==> config.mk <==
export PLATFORM = sky130hd
export DESIGN_NAME = nn_inference_seq
export DESIGN_NICKNAME = d
export VERILOG_FILES = /design/src/rtl/nn_inference_seq.sv
export SDC_FILE = /design/constraint.sdc
export NUM_CORES = 1
export LEC_CHECK = 0
export CAP_MARGIN = 10
export CORE_AREA = 2 2 194 196
export DETAILED_ROUTE_END_ITERATION = 12
export DIE_AREA = 0 0 196 198
export PLACE_DENSITY_LB_ADDON = 0.05
export SYNTH_ARGS = -nofsm -noshare
export SYNTH_HDL_FRONTEND = slang
export SYNTH_SLANG_ARGS = --single-unit
export TNS_END_PERCENT = 5
==> constraint.sdc <==
create_clock -name clk -period 8.2 [get_ports clk]
set_input_delay 1.64 -clock clk [delete_from_list [all_inputs] [get_ports clk]]
set_output_delay 1.64 -clock clk [all_outputs]
set_load 0.01 [all_outputs]
==> src/rtl/nn_inference_seq.sv <==
// nn_inference_seq: top-level sequencer between the UART image receiver and the
// shared fully-connected layer engine. Detects a newly received image, runs the
// engine once per layer, captures the final class index and sends it back as a
// single ASCII digit through the UART transmitter handshake.
//
// Optional build macro: NN_SEQ_TIMEOUT_EN
//   defined   -> engine watchdog; on expiry the sticky timeout flag is set and
//                'E' (8'h45) is transmitted instead of a digit.
//   undefined -> no watchdog counter, timeout is tied low, WAIT holds until
//                eng_done.
module nn_inference_seq #(
  parameter int NUM_LAYERS     = 2,
  parameter int LAYER_W        = 2,
  parameter int IMG_BITS       = 121,
  parameter int TIMEOUT_CYCLES = 1000000,
  parameter int TO_W           = 20
) (
  input  logic                clk,
  input  logic                rst,
  input  logic                sw_0,
  input  logic                input_valid,
  input  logic [IMG_BITS-1:0] network_input,
  output logic [IMG_BITS-1:0] img_out,
  output logic                eng_start,
  output logic [LAYER_W-1:0]  eng_layer,
  input  logic                eng_done,
  input  logic [3:0]          eng_class,
  output logic [7:0]          tx_data,
  output logic                tx_en,
  input  logic                tx_busy,
  output logic [3:0]          result,
  output logic                result_valid,
  output logic                busy,
  output logic                overrun,
  output logic                timeout
);

  // Reject configurations whose counters cannot hold their terminal values.
  generate
    if ((NUM_LAYERS < 1) ||
        ((NUM_LAYERS - 1) >= (1 << LAYER_W)) ||
        (TIMEOUT_CYCLES < 1) ||
        (64'(TIMEOUT_CYCLES - 1) >= (64'(1) << TO_W))) begin : g_bad_cfg
      $error("nn_inference_seq: LAYER_W or TO_W too narrow for the configuration");
    end
  endgenerate

  localparam logic [LAYER_W-1:0] LAST_LAYER = LAYER_W'(NUM_LAYERS - 1);

  typedef enum logic [1:0] {
    S_IDLE  = 2'd0,
    S_START = 2'd1,
    S_WAIT  = 2'd2,
    S_TX    = 2'd3
  } state_t;

  // Class index 0..15 maps onto 8'h30..8'h3F; values above 9 are sent as-is.
  function automatic logic [7:0] f_class_to_ascii(input logic [3:0] i_cls);
    f_class_to_ascii = 8'h30 + {4'h0, i_cls};
  endfunction

  state_t                r_state;
  logic                  r_ivq;
  logic [IMG_BITS-1:0]   r_nq;
  logic [IMG_BITS-1:0]   r_img_out;
  logic                  r_eng_start;
  logic [LAYER_W-1:0]    r_eng_layer;
  logic [7:0]            r_tx_data;
  logic                  r_tx_en;
  logic [3:0]            r_result;
  logic                  r_result_valid;
  logic                  r_busy;
  logic                  r_overrun;
  logic                  r_tx_err;
  logic                  w_new_img;

`ifdef NN_SEQ_TIMEOUT_EN
  localparam logic [TO_W-1:0] TO_LAST = TO_W'(TIMEOUT_CYCLES - 1);
  logic [TO_W-1:0]       r_to_cnt;
  logic                  r_timeout;
  assign timeout = r_timeout;
`else
  assign timeout = 1'b0;
`endif

  // A rising input_valid or a changed image word while valid stays high marks a
  // new image; an identical image re-sent back-to-back is not detected.
  assign w_new_img = (input_valid & ~r_ivq) |
                     (input_valid & r_ivq & (network_input != r_nq));

  assign img_out      = r_img_out;
  assign eng_start    = r_eng_start;
  assign eng_layer    = r_eng_layer;
  assign tx_data      = r_tx_data;
  assign tx_en        = r_tx_en;
  assign result       = r_result;
  assign result_valid = r_result_valid;
  assign busy         = r_busy;
  assign overrun      = r_overrun;

  // One-cycle history of the receiver outputs; keeps tracking while sw_0 is low.
  always_ff @(posedge clk or posedge rst) begin
    if (rst) begin
      r_ivq <= 1'b0;
      r_nq  <= '0;
    end else begin
      r_ivq <= input_valid;
      r_nq  <= network_input;
    end
  end

  // Inference sequencer FSM with all registered outputs; sw_0 low aborts to IDLE.
  always_ff @(posedge clk or posedge rst) begin
    if (rst) begin
      r_state        <= S_IDLE;
      r_img_out      <= '0;
      r_eng_start    <= 1'b0;
      r_eng_layer    <= '0;
      r_tx_data      <= 8'h00;
      r_tx_en        <= 1'b0;
      r_result       <= 4'h0;
      r_result_valid <= 1'b0;
      r_busy         <= 1'b0;
      r_overrun      <= 1'b0;
      r_tx_err       <= 1'b0;
`ifdef NN_SEQ_TIMEOUT_EN
      r_to_cnt       <= '0;
      r_timeout      <= 1'b0;
`endif
    end else if (!sw_0) begin
      r_state        <= S_IDLE;
      r_img_out      <= '0;
      r_eng_start    <= 1'b0;
      r_eng_layer    <= '0;
      r_tx_data      <= 8'h00;
      r_tx_en        <= 1'b0;
      r_result       <= 4'h0;
      r_result_valid <= 1'b0;
      r_busy         <= 1'b0;
      r_overrun      <= 1'b0;
      r_tx_err       <= 1'b0;
`ifdef NN_SEQ_TIMEOUT_EN
      r_to_cnt       <= '0;
      r_timeout      <= 1'b0;
`endif
    end else begin
      // Pulses default low; they are raised only on the transition that needs them.
      r_eng_start <= 1'b0;
      r_tx_en     <= 1'b0;

      // An image arriving mid-run is discarded and flagged.
      if (w_new_img && (r_state != S_IDLE)) begin
        r_overrun <= 1'b1;
      end

      case (r_state)
        S_IDLE: begin
          if (w_new_img) begin
            r_img_out      <= network_input;
            r_eng_layer    <= '0;
            r_result_valid <= 1'b0;
            r_eng_start    <= 1'b1;
            r_busy         <= 1'b1;
            r_state        <= S_START;
          end
        end

        S_START: begin
          // eng_done is deliberately ignored while the start pulse is out.
`ifdef NN_SEQ_TIMEOUT_EN
          r_to_cnt <= '0;
`endif
          r_state <= S_WAIT;
        end

        S_WAIT: begin
          if (eng_done) begin
            if (r_eng_layer == LAST_LAYER) begin
              r_result       <= eng_class;
              r_result_valid <= 1'b1;
              r_tx_err       <= 1'b0;
              r_state        <= S_TX;
            end else begin
              r_eng_layer <= r_eng_layer + LAYER_W'(1);
              r_eng_start <= 1'b1;
              r_state     <= S_START;
            end
          end
`ifdef NN_SEQ_TIMEOUT_EN
          else if (r_to_cnt == TO_LAST) begin
            r_timeout <= 1'b1;
            r_tx_err  <= 1'b1;
            r_state   <= S_TX;
          end else begin
            r_to_cnt <= r_to_cnt + TO_W'(1);
          end
`endif
        end

        S_TX: begin
          if (!tx_busy) begin
            r_tx_en   <= 1'b1;
            r_tx_data <= r_tx_err ? 8'h45 : f_class_to_ascii(r_result);
            r_busy    <= 1'b0;
            r_state   <= S_IDLE;
          end
        end

        default: begin
          r_busy  <= 1'b0;
          r_state <= S_IDLE;
        end
      endcase
    end
  end

endmodule
==> results of run 1 <==
==> routing by layer <==
layer / track usage, % / vias up
li1: - / 3694
met1: 24.9 / 3719
met2: 27.9 / 190
met3: 3.25 / 42
met4: 4.26 / 0
met5: 0 / -
==> worst max-delay path: cells and delay by family <==
family / cells / cell delay, ps
buffers and inverters: 2 / 1100
AO/OA/AOI/OAI: 1 / 160
AND/OR/NAND/NOR: 4 / 1810
XOR/XNOR: 1 / 150
multiplexers: 1 / 210
==> worst max path at each step <==
stage / from / end / slack [ps] / depth (start not counted)
finish: network_input[85] / img_out[15]$_DFFE_PP0P_ / 3480 / 9
global route: network_input[85] / img_out[29]$_DFFE_PP0P_ / 3260 / 9
detailed placement: network_input[85] / img_out[68]$_DFFE_PP0P_ / 2880 / 9
floorplan: rst / busy$_DFFE_PP0P_ / 3120 / 1
global placement: network_input[85] / img_out[82]$_DFFE_PP0P_ / 2930 / 9
CTS: network_input[85] / img_out[15]$_DFFE_PP0P_ / 3470 / 9
==> final cells by class <==
| type | count | share of cell area (%) |
|---|---|---|
| Sequential cell | 261 | 43.7 |
| Multi-Input combinational cell | 616 | 26.4 |
| Timing Repair Buffer | 274 | 18.4 |
| Clock buffer | 48 | 6.08 |
| Tap cell | 474 | 3.97 |
| Inverter | 35 | 0.904 |
| Clock inverter | 7 | 0.569 |
==> metrics by stage <==
step / total power, mW / cell area [sq um] / hold slack [ps]
after floorplan: 1.64 / 10900 / 518
after global placement: 1.90 / 14000 / 512
after detailed placement: 1.90 / 14000 / 515
after CTS: 3.28 / 15000 / 526
after global routing: 3.37 / 15000 / 539
final: 3.23 / 15000 / 523
==> power by group through the flow <==
stage | Sequential [mW] | Combinational [mW] | Clock (mW)
after floorplan | 1.45 | 0.195 | 0
after global placement | 1.43 | 0.466 | 0
after detailed placement | 1.43 | 0.467 | 0
after CTS | 1.41 | 0.468 | 1.40
after global routing | 1.42 | 0.498 | 1.45
final | 1.41 | 0.457 | 1.36
==> registers in the layout, summed over array words and instances, names as in the netlist, 2 cells and up <==
signal	cells
img_out	121
r_nq	121
tx_data	5
result	4
eng_layer	2
r_state	2
==> placed cells by master, fill, tap and decap left out, drive strengths merged, types with 6 or more instances in the layout <==
master           n
clkdlybuf4s50  267
dfrtp          261
nand2          247
mux2i          129
clkbuf          49
xnor2           41
nor2b           41
inv             34
nand2b          31
xor2            21
nand4           15
nor2            13
a2111oi         11
nor4             9
o22ai            6
o2111ai          6
buf              6
==> cells by family after synthesis <==
logic type | after synthesis | synth area share, %
buf+inv | 84 | 3.66
flops | 261 | 60.1
other cells | 1 | 0.0345
simple gates | 371 | 15.4
mux | 129 | 11.9
xor+xnor | 62 | 5.00
compound gates | 50 | 3.79
fa+ha+maj | 1 | 0.115
==> reports/qor.yml, run 1 <==
outcome:
  outcome: "finished clean"
clocking:
  cts_tree: "done"
  worst_setup_hold_path_clk_slew_ps: 60
  post_cts_setup_buffers: 0
  root_buffer: "clkbuf_16"
  h_tree_depth: 1
  later_pin_clock_latency_in_the_skew_report_ps: 560
  cts.sinks: 261
  clock_tree.buffer_depth: 3
  cts-buffers-inserted: 31
  cts_resized: 0
  ctsHoldBuffers: 0
power_and_ir_drop:
  seq_power_share_pct: 43.7
  power.switching_mw: 0.823
  p_clk_share_pct: 42.2
  internal_power_mw: 2.40
  power.density_nw_per_um2: 216
  power_switching_share_pct: 25.5
  worst_ir_drop_vdd_mv: 0.167
  combinationalPowerShare_pct: 14.2
  p_leak_nw: 6.51
timing:
  max_slew_margin_pct: 28.0
  rsz0062_at_grt: "false"
  post-route-period-util_pct: 57.6
  finalHoldViolCount: 0
  layout_setup_ws_ps: 3480
  setup_violations: 0
  setup-tns-final_ps: 0
  worst_clock_skew_ps: 14.2
  final_number_of_max_transition_violations: 0
  timing.fmax_mhz: 212
  pin_slew_with_the_least_headroom_to_its_limit_ps: 1080
  period_needed_ps: 4720
routing:
  detailroute.wirelength.met3_um: 1700
  postRouteWirelength_um: 34500
  via_count: 7645
  post-route-drc-count: 0
  drt_iter0_drc: 400
  drt_pass1_iterations: 4
  avgViaCountPerCell: 4.46
  drt-wirelength-per-cell_um: 20.1
  wirelength_met1_um: 16400
  top_layer_used: "met4"
  antenna_left: 0
  wl_met2_um: 15600
min_path:
  whs_path_depth: 2
  holdPathEnd: "img_out[66]$_DFFE_PP0P_"
  worstHoldStart: "img_out[66]$_DFFE_PP0P_"
  hp-class: "reg2reg"
yosys:
  asyncSetResetFlopFracSynth_pct: 100
  main_area_contributors_after_synthesis: "dfrtp_1, mux2i_1, nand2_1"
  synth_most_common_cell: "dfrtp_1"
  syn_avg_cell_area_sq_um: 11.3
  mappedNetlistArea_sq_um: 10900
  synth_warnings: 0
  synth.lib_cells_used.distinct: 41
  synth_top_cell_area_share_pct: 60.1
  ys_seq_elements: 261
  synth_commonest_cells: "dfrtp_1, nand2_1, mux2i_1"
  synth.largest_area_cell: "dfrtp_1"
  post_synth_edffs: 0
  ys_seq_area_share_pct: 60.1
  postSynthCellCount: 959
  top_reg_cell_synth: "dfrtp_1"
place:
  placed_cells: 1660
  dpl.hpwl_um: 24700
  finalWeightedCongestion: 0.776
  dp_worst_setup_slack_ps: 2880
  input_output_buffers: 268
critical_path:
  critical_path.slowest_cell: "clkdlybuf4s50_1"
  timing_worst_setup_path_type: "in2reg"
  r2r_start: "r_nq[111]$_DFF_PP0_"
  worst-endpoint-required_ps: 8600
  critPathCaptureType: "register"
  reg2reg_to: "img_out[15]$_DFFE_PP0P_"
  reg2regPathDepth: 8
  timing.critical_path.from_type: "primary input"
  timing.critical_path.cells: "clkdlybuf4s50_1 -> xnor2_1 -> o221ai_1 -> or4_1 -> nor4_1 -> nand4_1 -> and3_4 -> buf_4 -> mux2i_1"
  critical_path_peak_fanout: 52
  critPathArrivalTime_ps: 5120
  critPathMaxStageDelay_ps: 580
  setup.reg_to_reg.worst_slack_ps: 4750
final_layout:
  instances_no_fill: 1715
  net_count_reported_at_finish: 1351
  layout-area-overhead-vs-synth_pct: 37.5
  area_taken_by_multi_input_logic_gates_sq_um: 3950
  n_fill_cell: 3645
  antenna_cells_inserted: 0
  ff_latch_area_sq_um: 6530
  layout.core_utilization_pct: 40.5
  drive_gt1_share_pct: 4.51
global_route:
  first_pass_grt_wire_length_um: 51300
  grt_antenna_before_repair: 0
  grt_max_degree: 182
  global_route.usage.total_pct: 17.6
  globalRoute.totalOverflow: 0
  grt_pass1_vias: 7957
flow_run:
  cap_viol_max_count: 0
die:
  initial_utilization_pct: 29.4
  die_w_um: 196
  die_y_um: 198
  placeableCoreArea_sq_um: 37000
  count_of_pins_on_the_block_boundary: 272
  dieArea_sq_um: 38800
  number_of_cell_rows: 71
Note: power is estimated with default switching activity, not from simulation.
==> run 2, diff against run 1 <==
Clock period 8.2 ns to 4.5 ns, I/O delays scaled along.
==> run 2 against run 1 <==
Global-route usage up 0.083 points; critical path depth unchanged; clock skew up 2.6 ps; core utilization up 0.56 points; clock power up 95%; register-to-register slack worse by 3200 ps; sequential cell count unchanged; critical path type unchanged; critical endpoint is now img_out[101]$_DFFE_PP0P_; largest cell class unchanged; highest routed layer unchanged.
==> reports/qor.yml, run 2 (synthesis gave the netlist of run 1 again) <==
outcome:
  outcome: "finished clean"
clocking:
  later_pin_clock_latency_in_the_skew_report_ps: 550  # about the same
  ctsHoldBuffers: 0  # unchanged
  clock_tree.buffer_depth: 3  # unchanged
  cts-buffers-inserted: 30  # -3.2%
  h_tree_depth: 1  # unchanged
  worst_setup_hold_path_clk_slew_ps: 60  # about the same
  cts_resized: 0  # unchanged
  root_buffer: "clkbuf_16"
  cts.sinks: 261  # unchanged
  post_cts_setup_buffers: 0  # unchanged
  cts_tree: "done"
critical_path:
  worstSetupPathDepth: 9  # unchanged
  critPathMaxStageDelay_ps: 620  # +40 ps
  critical_path_peak_fanout: 30  # -42%
  critPathCaptureType: "register"
  timing.critical_path.cells: "clkdlybuf4s50_1 -> xnor2_1 -> o221ai_1 -> or4_1 -> nor4_1 -> nand4_1 -> and3_4 -> buf_4 -> mux2i_1"
  reg2regPathDepth: 8  # unchanged
  timing.critical_path.from_type: "primary input"
  worst-endpoint-required_ps: 4910  # -3690 ps
  timing_worst_setup_path_type: "in2reg"
  critical_path.slowest_cell: "or4_1"
  worst_path_dominant_cell_family: "simple AND/OR/NAND/NOR gates"
  worstPathBufferInverterCount: 2  # unchanged
  reg2reg_to: "img_out[101]$_DFFE_PP0P_"
  r2r_start: "r_nq[85]$_DFF_PP0_"
  crit_end: "img_out[101]$_DFFE_PP0P_"
  setup.reg_to_reg.worst_slack_ps: 1530  # -3220 ps
  crit_path_start: "network_input[85]"
  critPathArrivalTime_ps: 3980  # -1140 ps
timing:
  max_slew_margin_pct: 41.3  # +13 points
  timing.fmax_mhz: 280
  rsz0062_at_grt: "false"
  worst_clock_skew_ps: 16.8  # +2.57 ps
  setup_violations: 0  # unchanged
  setup-tns-final_ps: 0  # unchanged
  finalHoldViolCount: 0  # unchanged
  worst_hold_margin_ps: 486  # -37.2 ps
  pin_slew_with_the_least_headroom_to_its_limit_ps: 881  # -198 ps
  period_needed_ps: 3570
  post-route-period-util_pct: 79.3
  final_number_of_max_transition_violations: 0  # unchanged
  layout_setup_ws_ps: 931  # -2540 ps
power_and_ir_drop:
  combinationalPowerShare_pct: 14.0  # -0.2 points
  power_switching_share_pct: 25.0  # -0.46 points
  internal_power_mw: 4.54  # +89%
  p_clk_share_pct: 43.7  # +1.5 points
  seq_power_share_pct: 42.4  # -1.3 points
  power.total_mw: 6.06  # +88%
  worst_ir_drop_vdd_mv: 0.294  # +76%
  p_leak_nw: 6.61  # +1.6%
  power.density_nw_per_um2: 400  # +85%
  power.switching_mw: 1.52  # +84%
global_route:
  grt_util_met3_pct: 2.78  # -0.48 points
  first_pass_grt_wire_length_um: 51600  # +0.54%
  grt_most_used_layer: "met2"
  globalRouteMet2Util_pct: 28.0  # +0.092 points
  globalRoute.totalOverflow: 0  # unchanged
  grt.met1_usage_pct: 25.8  # +0.91 points
  grt_max_degree: 196  # +7.7%
  grt_antenna_before_repair: 0  # unchanged
  global_route.usage.total_pct: 17.7  # +0.083 points
  grt_pass1_vias: 7976  # +0.24%
place:
  placed_cells: 1669  # +0.54%
  dpl.hpwl_um: 24900  # +0.70%
  post_dp_cell_area_sq_um: 14100  # +0.93%
  input_output_buffers: 268  # unchanged
  dp_worst_setup_slack_ps: 331  # -2550 ps
  finalWeightedCongestion: 0.739  # -4.8%
min_path:
  hp-class: "reg2reg"
routing:
  drt_iter0_drc: 368  # -8.0%
  drt_pass1_iterations: 5  # +1
  via_count: 7710  # +0.85%
  postRouteWirelength_um: 34300  # -0.55%
  antenna_left: 0  # unchanged
  drt-wirelength-per-cell_um: 19.9  # -1.1%
  post-route-drc-count: 0  # unchanged
  avgViaCountPerCell: 4.47  # +0.32%
die:
  count_of_pins_on_the_block_boundary: 272  # unchanged
  placeableCoreArea_sq_um: 37000  # unchanged
  die_w_um: 196  # unchanged
  dieArea_sq_um: 38800  # unchanged
  initial_utilization_pct: 29.4  # unchanged
  number_of_cell_rows: 71  # unchanged
  die_y_um: 198  # unchanged
final_layout:
  antenna_cells_inserted: 0  # unchanged
  drive_gt1_share_pct: 5.60  # +1.1 points
  layout.core_utilization_pct: 41.0  # +0.56 points
  final_common_cell: "clkdlybuf4s50_1"
  net_count_reported_at_finish: 1359  # +0.59%
  instances_no_fill: 1724  # +0.52%
  final_cell_area_sq_um: 15200  # +1.4%
  mostFrequentLayoutCells: "clkdlybuf4s50_1, dfrtp_1, nand2_1, mux2i_1"
  layout-area-overhead-vs-synth_pct: 39.4
flow_run:
  cap_viol_max_count: 0  # unchanged
## run 2: cell count changes in the layout (fill, tap and decap cells not counted), sizes merged
cell	previous run	this run
buf	6	15
clkbuf	49	43
bufinv	2	5
clkinv	5	7
clkinvlp	1	2
## run 2: tightest hold or removal path: cells and delay by family (launching register included)
| family | cells | cell delay [ps] |
|---|---|---|
| and+or+nand+nor | 1 | 60 |
| AOI/OAI and AO/OA | 1 | 50 |
| DFF | 1 | 340 |
## run 2: power groups by stage
stage          logic, mW  registers, mW  clock network [mW]
4_1_cts            0.870           2.57                2.73
2_1_floorplan      0.355           2.63                   0
6_report           0.845           2.57                2.65
3_5_place_dp       0.867           2.61                   0
5_1_grt            0.922           2.58                2.82
3_3_place_gp       0.864           2.61                   0
## run 2: cell type report
type,count,area [sq um]
Timing Repair Buffer,283,2870
Multi-Input combinational cell,616,3950
Fill cell,3556,21800
Clock buffer,42,877
Inverter,35,135
Sequential cell,261,6530
Tap cell,474,593
Clock inverter,13,193
## run 2: worst min path at each step
| stage | start | to | depth (start not counted) |
|---|---|---|---|
| 2_1_floorplan | overrun$_DFFE_PP0P_ | overrun$_DFFE_PP0P_ | 2 |
| 3_3_place_gp | overrun$_DFFE_PP0P_ | overrun$_DFFE_PP0P_ | 2 |
| 3_5_place_dp | overrun$_DFFE_PP0P_ | overrun$_DFFE_PP0P_ | 2 |
| 4_1_cts | overrun$_DFFE_PP0P_ | overrun$_DFFE_PP0P_ | 2 |
| 5_1_grt | overrun$_DFFE_PP0P_ | overrun$_DFFE_PP0P_ | 2 |
| 6_report | overrun$_DFFE_PP0P_ | overrun$_DFFE_PP0P_ | 2 |
## run 2: layer usage
| metal | wire, um | up-vias |
|---|---|---|
| li1 | - | 3720 |
| met1 | 16600 | 3780 |
| met2 | 15800 | 180 |
| met3 | 1380 | 30 |
| met4 | 484 | 0 |
| met5 | 0 | - |
